## src/rtl/ram_bit_access_ctrl_if.sv

```systemverilog
// Bit-access sequencer port bundle: decoder request/response side plus the
// RAM byte port. master = decoder and RAM environment, slave = sequencer.
interface ram_bit_access_ctrl_if #(
    parameter int ADDRESS_WIDTH = 8,
    parameter int DATA_WIDTH    = 8
);
    logic                     req;
    logic [2:0]               op;
    logic [7:0]               bit_addr;
    logic                     bit_in;
    logic                     busy;
    logic                     done;
    logic                     err;
    logic                     bit_out;
    logic [ADDRESS_WIDTH-1:0] mem_addr;
    logic                     mem_rd;
    logic                     mem_wr;
    logic [DATA_WIDTH-1:0]    mem_wdata;
    logic [DATA_WIDTH-1:0]    mem_rdata;

    modport master (
        output req, op, bit_addr, bit_in, mem_rdata,
        input  busy, done, err, bit_out, mem_addr, mem_rd, mem_wr, mem_wdata
    );

    modport slave (
        input  req, op, bit_addr, bit_in, mem_rdata,
        output busy, done, err, bit_out, mem_addr, mem_rd, mem_wr, mem_wdata
    );
endinterface

```

## src/rtl/ram_bit_access_ctrl.sv

```systemverilog
// Executes 8051 bit instructions as read-modify-write byte transactions on the
// internal RAM/SFR byte port: map bit address, read byte, patch bit, write back.
module ram_bit_access_ctrl #(
    parameter int          ADDRESS_WIDTH = 8,
    parameter int          DATA_WIDTH    = 8,
    parameter int          READ_LATENCY  = 1,
    parameter logic [7:0]  BIT_AREA_BASE = 8'h20
) (
    input  logic                 clock,
    input  logic                 reset,
    ram_bit_access_ctrl_if.slave bus
);
    localparam logic [2:0] OP_RD   = 3'd0;
    localparam logic [2:0] OP_SETB = 3'd1;
    localparam logic [2:0] OP_CLR  = 3'd2;
    localparam logic [2:0] OP_CPL  = 3'd3;
    localparam logic [2:0] OP_MOVB = 3'd4;
    localparam logic [2:0] OP_JBC  = 3'd5;

    // WAIT lasts READ_LATENCY-1 cycles; the counter is loaded in RD.
    localparam logic [1:0] WAIT_LOAD = (READ_LATENCY > 1) ? 2'(READ_LATENCY - 2) : 2'd0;

    typedef enum logic [2:0] {
        S_IDLE,
        S_RD,
        S_WAIT,
        S_CAP,
        S_WR,
        S_DONE
    } state_t;

    state_t                   state_reg;
    state_t                   state_next;
    logic [2:0]               op_reg;
    logic [2:0]               bit_idx_reg;
    logic                     bit_in_reg;
    logic [ADDRESS_WIDTH-1:0] addr_reg;
    logic                     illegal_reg;
    logic [1:0]               wait_cnt_reg;
    logic [DATA_WIDTH-1:0]    wdata_reg;
    logic                     result_reg;
    logic                     bit_hold_reg;

    logic                     op_illegal;
    logic [7:0]               byte_calc;
    logic                     old_bit;
    logic                     new_bit;
    logic                     result_bit;
    logic [DATA_WIDTH-1:0]    merged_byte;

    assign op_illegal = (bus.op > OP_JBC);

    // Low bit addresses live in the 16-byte bit area; high ones in SFRs at x0h/x8h.
    assign byte_calc = bus.bit_addr[7] ? {bus.bit_addr[7:3], 3'b000}
                                       : BIT_AREA_BASE + {4'b0000, bus.bit_addr[6:3]};

    assign old_bit = bus.mem_rdata[bit_idx_reg];

    always_comb begin
        new_bit = old_bit;
        case (op_reg)
            OP_SETB: new_bit = 1'b1;
            OP_CLR:  new_bit = 1'b0;
            OP_CPL:  new_bit = ~old_bit;
            OP_MOVB: new_bit = bit_in_reg;
            OP_JBC:  new_bit = 1'b0;
            default: new_bit = old_bit;
        endcase
    end

    assign result_bit = (op_reg == OP_RD || op_reg == OP_JBC) ? old_bit : new_bit;

    genvar gi;
    generate
        for (gi = 0; gi < DATA_WIDTH; gi++) begin : g_merge
            if (gi < 8) begin : g_idx
                assign merged_byte[gi] = (bit_idx_reg == 3'(gi)) ? new_bit : bus.mem_rdata[gi];
            end else begin : g_pass
                assign merged_byte[gi] = bus.mem_rdata[gi];
            end
        end
    endgenerate

    always_comb begin
        state_next = state_reg;
        case (state_reg)
            S_IDLE: if (bus.req) state_next = op_illegal ? S_DONE : S_RD;
            S_RD:   state_next = (READ_LATENCY > 1) ? S_WAIT : S_CAP;
            S_WAIT: if (wait_cnt_reg == 2'd0) state_next = S_CAP;
            S_CAP:  state_next = (op_reg == OP_RD) ? S_DONE : S_WR;
            S_WR:   state_next = S_DONE;
            S_DONE: state_next = S_IDLE;
            default: state_next = S_IDLE;
        endcase
    end

    always_ff @(posedge clock or negedge reset) begin
        if (!reset) begin
            state_reg    <= S_IDLE;
            op_reg       <= 3'd0;
            bit_idx_reg  <= 3'd0;
            bit_in_reg   <= 1'b0;
            addr_reg     <= '0;
            illegal_reg  <= 1'b0;
            wait_cnt_reg <= 2'd0;
            wdata_reg    <= '0;
            result_reg   <= 1'b0;
            bit_hold_reg <= 1'b0;
        end else begin
            state_reg <= state_next;
            if (state_reg == S_IDLE && bus.req) begin
                op_reg      <= bus.op;
                bit_idx_reg <= bus.bit_addr[2:0];
                bit_in_reg  <= bus.bit_in;
                addr_reg    <= ADDRESS_WIDTH'(byte_calc);
                illegal_reg <= op_illegal;
            end
            if (state_reg == S_RD)
                wait_cnt_reg <= WAIT_LOAD;
            else if (state_reg == S_WAIT && wait_cnt_reg != 2'd0)
                wait_cnt_reg <= wait_cnt_reg - 2'd1;
            if (state_reg == S_CAP) begin
                result_reg <= result_bit;
                if (op_reg != OP_RD)
                    wdata_reg <= merged_byte;
            end
            if (state_reg == S_DONE && !illegal_reg)
                bit_hold_reg <= result_reg;
        end
    end

    assign bus.busy      = (state_reg != S_IDLE);
    assign bus.done      = (state_reg == S_DONE);
    assign bus.err       = (state_reg == S_DONE) && illegal_reg;
    // The new result is presented during DONE itself and held afterwards.
    assign bus.bit_out   = (state_reg == S_DONE && !illegal_reg) ? result_reg : bit_hold_reg;
    assign bus.mem_rd    = (state_reg == S_RD);
    assign bus.mem_wr    = (state_reg == S_WR);
    assign bus.mem_addr  = (state_reg != S_IDLE) ? addr_reg : '0;
    assign bus.mem_wdata = wdata_reg;
endmodule

```

## src/flat_wrapper.sv

```systemverilog
// flat-port wrapper written by rule: the top's interface ports become plain ports
module ram_bit_access_ctrl_flat 
#(
    parameter int          ADDRESS_WIDTH = 8,
    parameter int          DATA_WIDTH    = 8,
    parameter int          READ_LATENCY  = 1,
    parameter logic [7:0]  BIT_AREA_BASE = 8'h20
)
  (clock, reset, bus_req, bus_op, bus_bit_addr, bus_bit_in, bus_mem_rdata, bus_busy, bus_done, bus_err, bus_bit_out, bus_mem_addr, bus_mem_rd, bus_mem_wr, bus_mem_wdata);
  ram_bit_access_ctrl_if #(.ADDRESS_WIDTH(ADDRESS_WIDTH), .DATA_WIDTH(DATA_WIDTH)) bus_i ();
  input  logic clock;
  input  logic reset;
  input wire logic [$bits(bus_i.req)-1:0] bus_req;
  input wire logic [$bits(bus_i.op)-1:0] bus_op;
  input wire logic [$bits(bus_i.bit_addr)-1:0] bus_bit_addr;
  input wire logic [$bits(bus_i.bit_in)-1:0] bus_bit_in;
  input wire logic [$bits(bus_i.mem_rdata)-1:0] bus_mem_rdata;
  output wire logic [$bits(bus_i.busy)-1:0] bus_busy;
  output wire logic [$bits(bus_i.done)-1:0] bus_done;
  output wire logic [$bits(bus_i.err)-1:0] bus_err;
  output wire logic [$bits(bus_i.bit_out)-1:0] bus_bit_out;
  output wire logic [$bits(bus_i.mem_addr)-1:0] bus_mem_addr;
  output wire logic [$bits(bus_i.mem_rd)-1:0] bus_mem_rd;
  output wire logic [$bits(bus_i.mem_wr)-1:0] bus_mem_wr;
  output wire logic [$bits(bus_i.mem_wdata)-1:0] bus_mem_wdata;
  assign bus_i.req = bus_req;
  assign bus_i.op = bus_op;
  assign bus_i.bit_addr = bus_bit_addr;
  assign bus_i.bit_in = bus_bit_in;
  assign bus_i.mem_rdata = bus_mem_rdata;
  assign bus_busy = bus_i.busy;
  assign bus_done = bus_i.done;
  assign bus_err = bus_i.err;
  assign bus_bit_out = bus_i.bit_out;
  assign bus_mem_addr = bus_i.mem_addr;
  assign bus_mem_rd = bus_i.mem_rd;
  assign bus_mem_wr = bus_i.mem_wr;
  assign bus_mem_wdata = bus_i.mem_wdata;
  ram_bit_access_ctrl #(.ADDRESS_WIDTH(ADDRESS_WIDTH), .DATA_WIDTH(DATA_WIDTH), .READ_LATENCY(READ_LATENCY), .BIT_AREA_BASE(BIT_AREA_BASE)) u_core (.clock(clock), .reset(reset), .bus(bus_i));
endmodule
```

## config.mk

```make
export PLATFORM = sky130hd
export DESIGN_NAME = ram_bit_access_ctrl_flat
export DESIGN_NICKNAME = d
export VERILOG_FILES = /design/src/rtl/ram_bit_access_ctrl_if.sv /design/src/rtl/ram_bit_access_ctrl.sv /design/src/flat_wrapper.sv
export SDC_FILE = /design/constraint.sdc
export NUM_CORES = 1
export LEC_CHECK = 0
export ABC_AREA = 1
export CAP_MARGIN = 20
export CORE_MARGIN = 2
export CORE_UTILIZATION = 48
export DETAILED_ROUTE_END_ITERATION = 8
export PLACE_DENSITY_LB_ADDON = 0.15
export SYNTH_ARGS = -nofsm -noshare
export SYNTH_HDL_FRONTEND = slang
export SYNTH_SLANG_ARGS = --single-unit
export TNS_END_PERCENT = 20
```

## constraint.sdc

```tcl
create_clock -name clock -period 1.5 [get_ports clock]
set_clock_uncertainty 0.05 [all_clocks]
set_input_delay 0.225 -clock clock [delete_from_list [all_inputs] [get_ports clock]]
set_output_delay 0.225 -clock clock [all_outputs]
set_load 0.05 [all_outputs]
```

### After elaboration in Yosys (flattened, before gate mapping)

Cells that the tools add are included.

| word-level totals | value |
|---|---|
| flip-flop bits (word level) | 31 |
| word-level logic and storage cells | 73 |
| input bits | 23 |
| output and inout bits | 22 |

| cells by class | value |
|---|---|
| $lt $le $gt $ge | 2 |
| bitwise logic cells | 1 |
| eq/ne operators | 19 |
| reductions and logical operators | 17 |
| multiplexer cells | 22 |
| add/sub/neg operators | 2 |

Operator list:

| cell | number |
|---|---|
| == test 3 bit, second input constant | 8 |
| == test 3 x 2 -> 1 bit, second input constant | 6 |
| two-way mux 8 bit | 2 |
| case mux 3 bit (5 select lines) | 1 |
| two-way mux 1 bit | 12 |
| == test 3 x 1 -> 1 bit, second input constant | 3 |
| zero test 3 bit | 3 |
| two-way mux 3 bit | 3 |
| adder 6 x 4 -> 7 bit, first input constant | 1 |
| nonzero test 3 bit | 2 |
| logical AND 1 bit | 4 |
| < comparator 3 x 4 -> 1 bit, second input constant | 1 |
| two-way mux 2 bit | 2 |
| case mux 1 bit (4 select lines) | 1 |
| AND reduction 2 bit | 2 |
| nonzero test 2 bit | 2 |
| binary-select mux 1 bit (select 3 bit) | 1 |
| greater-than comparator 3 bit, second input constant | 1 |
| zero test 2 bit | 1 |
| inequality test 2 x 1 -> 1 bit, second input constant | 1 |
| inequality test 2 bit, second input constant | 1 |
| OR reduction 2 bit | 1 |
| subtractor 2 x 1 -> 2 bit, second input constant | 1 |
| zero test 1 bit | 1 |
| 2 further kinds | 2 |

### Longest topological paths before layout

Gate-level depths: netlist (run 1).

| depth | value |
|---|---|
| word-level depth | 5 |
| mapped depth | 13 |
| mapped depth without buffers | 12 |

### Worst setup path before layout (run 1)

No wires, ideal clock.

| timing path | value |
|---|---|
| kind | reg2out |
| from | register u_core.state_reg[0] |
| to | output port bus_bit_out |
| stages on the path, launching flop included | 5 |
| data required time | 1225 ps |
| path buffers | 0 |
| path slack | -1038 ps |
| arrival time | 2263 ps |
| cells stage by stage | dfrtp_1 inv_1 nor3_2 a21oi_1 a31oi_1 |

| on the way | value |
|---|---|
| cells in the longest elaborated chain, start to end | 3 |

Ends and longest elaborated chain:

| what | line | RTL |
|---|---|---|
| from (decl) | ram_bit_access_ctrl.sv:32 | `state_t state_reg;` |
| from (signal assigned) | ram_bit_access_ctrl.sv:110 | `state_reg <= state_next;` |
| == test 3 bit | n/a |  |
| named net bus_done | flat_wrapper.sv:19 | `output wire logic [$bits(bus_i.done)-1:0] bus_done;` |
| logical AND 1 bit | ram_bit_access_ctrl.sv:136 | `assign bus.bit_out = (state_reg == S_DONE && !illegal_reg) ? result_reg : bit_hold_reg;` |
| two-way mux 1 bit | ram_bit_access_ctrl.sv:136 |  |
| to (decl) | flat_wrapper.sv:21 | `output wire logic [$bits(bus_i.bit_out)-1:0] bus_bit_out;` |

The timed path passes the listed nets, and every way through them passes these cells.

### Final worst setup path (run 1)

| timing path | value |
|---|---|
| from | register u_core.state_reg[2] |
| to | output port bus_bit_out |

| on the way | value |
|---|---|
| cells in the longest elaborated chain, start to end | 3 |

Ends and longest elaborated chain:

| what | line |
|---|---|
| == test 3 bit | ram_bit_access_ctrl.sv:136 |
| logical AND 1 bit | ram_bit_access_ctrl.sv:136 |
| two-way mux 1 bit | ram_bit_access_ctrl.sv:136 |

No other way between the ends.

==> results of run 1 <==
## per-layer routing
| layer | routed length (um) | part of all wire | up-vias | global-route usage |
|---|---|---|---|---|
| li1 | - | - | 828 | - |
| met1 | 1790 | 0.43 | 756 | 0.298 |
| met2 | 2130 | 0.51 | 48 | 0.393 |
| met3 | 195 | 0.047 | 9 | 0.0429 |
| met4 | 76 | 0.018 | 0 | 0.0870 |
| met5 | 0 | 0 | - | 0 |
## power by group
group	total [mW]	leakage, nW	switching, mW	internal (mW)
Combinational	4.37	0.796	2.58	1.80
Clock	0.455	0.0293	0.272	0.183
Sequential	1.58	0.381	0.347	1.23
## how the worst max path moves through the flow
stage	cells after the start	slack [ps]	to	startpoint
detailed placement	12	-130	u_core.bus.mem_wdata[1]	bus_mem_rdata[5]
finish	5	-240	bus_bit_out	u_core.state_reg[2]
global route	5	-340	bus_bit_out	u_core.state_reg[2]
CTS	4	-230	bus_bit_out	u_core.state_reg[1]
global placement	12	-140	u_core.bus.mem_wdata[1]	bus_mem_rdata[1]
floorplan	4	-360	bus_bit_out	u_core.state_reg[0]
## cells by family after synthesis
group / synth area share
AND/OR/NAND/NOR: 0.311
buffers and inverters: 0.108
AO/OA/AOI/OAI: 0.113
flip-flops: 0.456
XOR/XNOR: 0.00514
adder cells (fa/ha/maj): 0.00735
## final cells by class
| class | count | area, um2 |
|---|---|---|
| Inverter | 31 | 126 |
| Tap cell | 46 | 57.6 |
| Clock buffer | 7 | 45.0 |
| Multi-Input combinational cell | 155 | 835 |
| Sequential cell | 31 | 779 |
| Clock inverter | 1 | 5.00 |
| Timing Repair Buffer | 62 | 744 |
| Fill cell | 252 | 771 |
## cell usage in the layout, fill, tap and decap left out, types with 9 or more instances in the layout
master and count:
inv_1 23, nor2_1 20, clkdlybuf4s50_1 22, dfrtp_1 28, o21ai_0 11, nand2_1 70, nand3_1 9, buf_12 14
buf_4 14, buf_6 11
## timing repair
item | in CTS | in global routing
setup buffers | 3 | 1
endpoints found under the setup margin | 14 | 38
cloned | 1 | 0
pin swaps | 4 | 3
resized for setup | 19 | 13
## stage by stage
step | setup TNS [ps] | utilization | cells | instance area (um2)
after global routing | -4500 | 0.771 | 333 | 2590
after global placement | -1020 | 0.713 | 320 | 2400
final | -2620 | 0.771 | 333 | 2590
after detailed placement | -1050 | 0.713 | 320 | 2400
after floorplan | -2700 | - | 223 | 1740
after CTS | -2740 | 0.756 | 332 | 2540
==> qor.txt, run 1 <==
Worst R2R End: u_core.addr_reg[5]
CTS tree: built
slew margin rel.: 0.812
Final setup viols: 14
vias in the first global route: 1683
DP Worst Slack: -134 ps
CP delay by family, top: flip-flops
Max stage delay on crit path: 400 ps
reg-to-reg slack, setup: 10 ps
peak fanout along the critical path: 3
CP max stage cell: dfrtp_1
Post-synth ARST share: 1.00
post-synth top area cell: dfrtp_1
crit path kind: flop to primary output
fin crit share: 1.16
Antenna Cells: 0
fin nets: 310
synth warn: 0
RR Startpoint: u_core.state_reg[1]
Die Area: 0.00404 mm2
Final Hold Viols: 0
Clock Latency Late Sink: 320 ps
port buffer count: 44
ranking of synthesized cells by area: dfrtp_1 (46%), nand2_1 (16%), nor2_1 (6.2%), inv_1 (5.7%), buf_6 (3.3%)
root buf cell: clkbuf_4
Slew Limit Fails: 0
worst slew pin tran: 281 ps
hold buffers post-CTS: 0
overall routed net length: 4190 um
area share of the largest cell type after synthesis: 0.456
Worst VDD drop: 0.00160 V
CTS H-tree lvls: 2
per-cell routed wire length: 12.6 um
gr ovfl total: 0
cts bufs inserted: 5
P per Cell Area: 2470 mW/mm2
I/O pin total: 45
Die Y: 63.6 um
CP startpoint kind: flop
initial antenna violation count: 0
worst hold margin: 213 ps
most frequent cell after synthesis: nand2_1
outcome: finished, violations left
core area: 0.00336 mm2
unrepaired setup endpoints after global routing: yes
register area share after synthesis: 0.456
Max Fclk: 576 MHz
row count: 21
final worst slack: -237 ps
max-cap viol count: 0
failing checks: negative setup slack
clock sink total: 31
CP required: 1220 ps
Commonest cells post-synth: nand2_1 (71), dfrtp_1 (31), nor2_1 (28)
Post-Syn Area: 0.00170 mm2
largest net degree at the start of global routing: 32
total leakage power: 1.21 nW
Arrival @ worst endpoint: 1460 ps
hpwl dp: 3010 um
Clock transition at path regs: 100 ps
syn nets: 247
routed via count: 1641
Syn Area/Cell: 7.64 um2
worst hold path type: input port to async pin
Synth Register Bits: 31
cell count after synthesis: 223
Critical Path End Type: primary output
Detail Route Antenna Nets: 0
share of layout cells above drive strength 1: 0.300
Tmin final: 1740 ps
Tot Pwr: 6.41 mW
Area Growth Syn to Fin: 52.2%
crit path cell chain: inv_2, nor3_4, a21oi_2, a31oi_4, buf_12
synth unique cells: 29
initial drt markers: 96
DR pass1 iterations: 4
via/cell ratio: 4.93
DRC: 0
Routability Congestion: 0.877
dominant synthesized flop cell: dfrtp_1
clk buf depth: 2
starting density of the core: 0.506
number of flops mapped to enable cells by yosys: 0
R2R depth: 9
WP buf/inv: 2
global router's overall resource usage: 0.234
die extent in x: 63.6 um
first-pass GRT wire length: 7490 um
Note: power is estimated with default switching activity, not from simulation.
==> run 2, diff against run 1 <==
--- a/config.mk
+++ b/config.mk
@@ -9,6 +9,7 @@
 export CAP_MARGIN = 20
 export CORE_MARGIN = 2
 export CORE_UTILIZATION = 48
+export CTS_CLUSTER_SIZE = 30
 export DETAILED_ROUTE_END_ITERATION = 8
 export PLACE_DENSITY_LB_ADDON = 0.15
 export SYNTH_ARGS = -nofsm -noshare
==> results of run 2 <==
The final DEF is identical to that of run 1; final timing and power are the same.
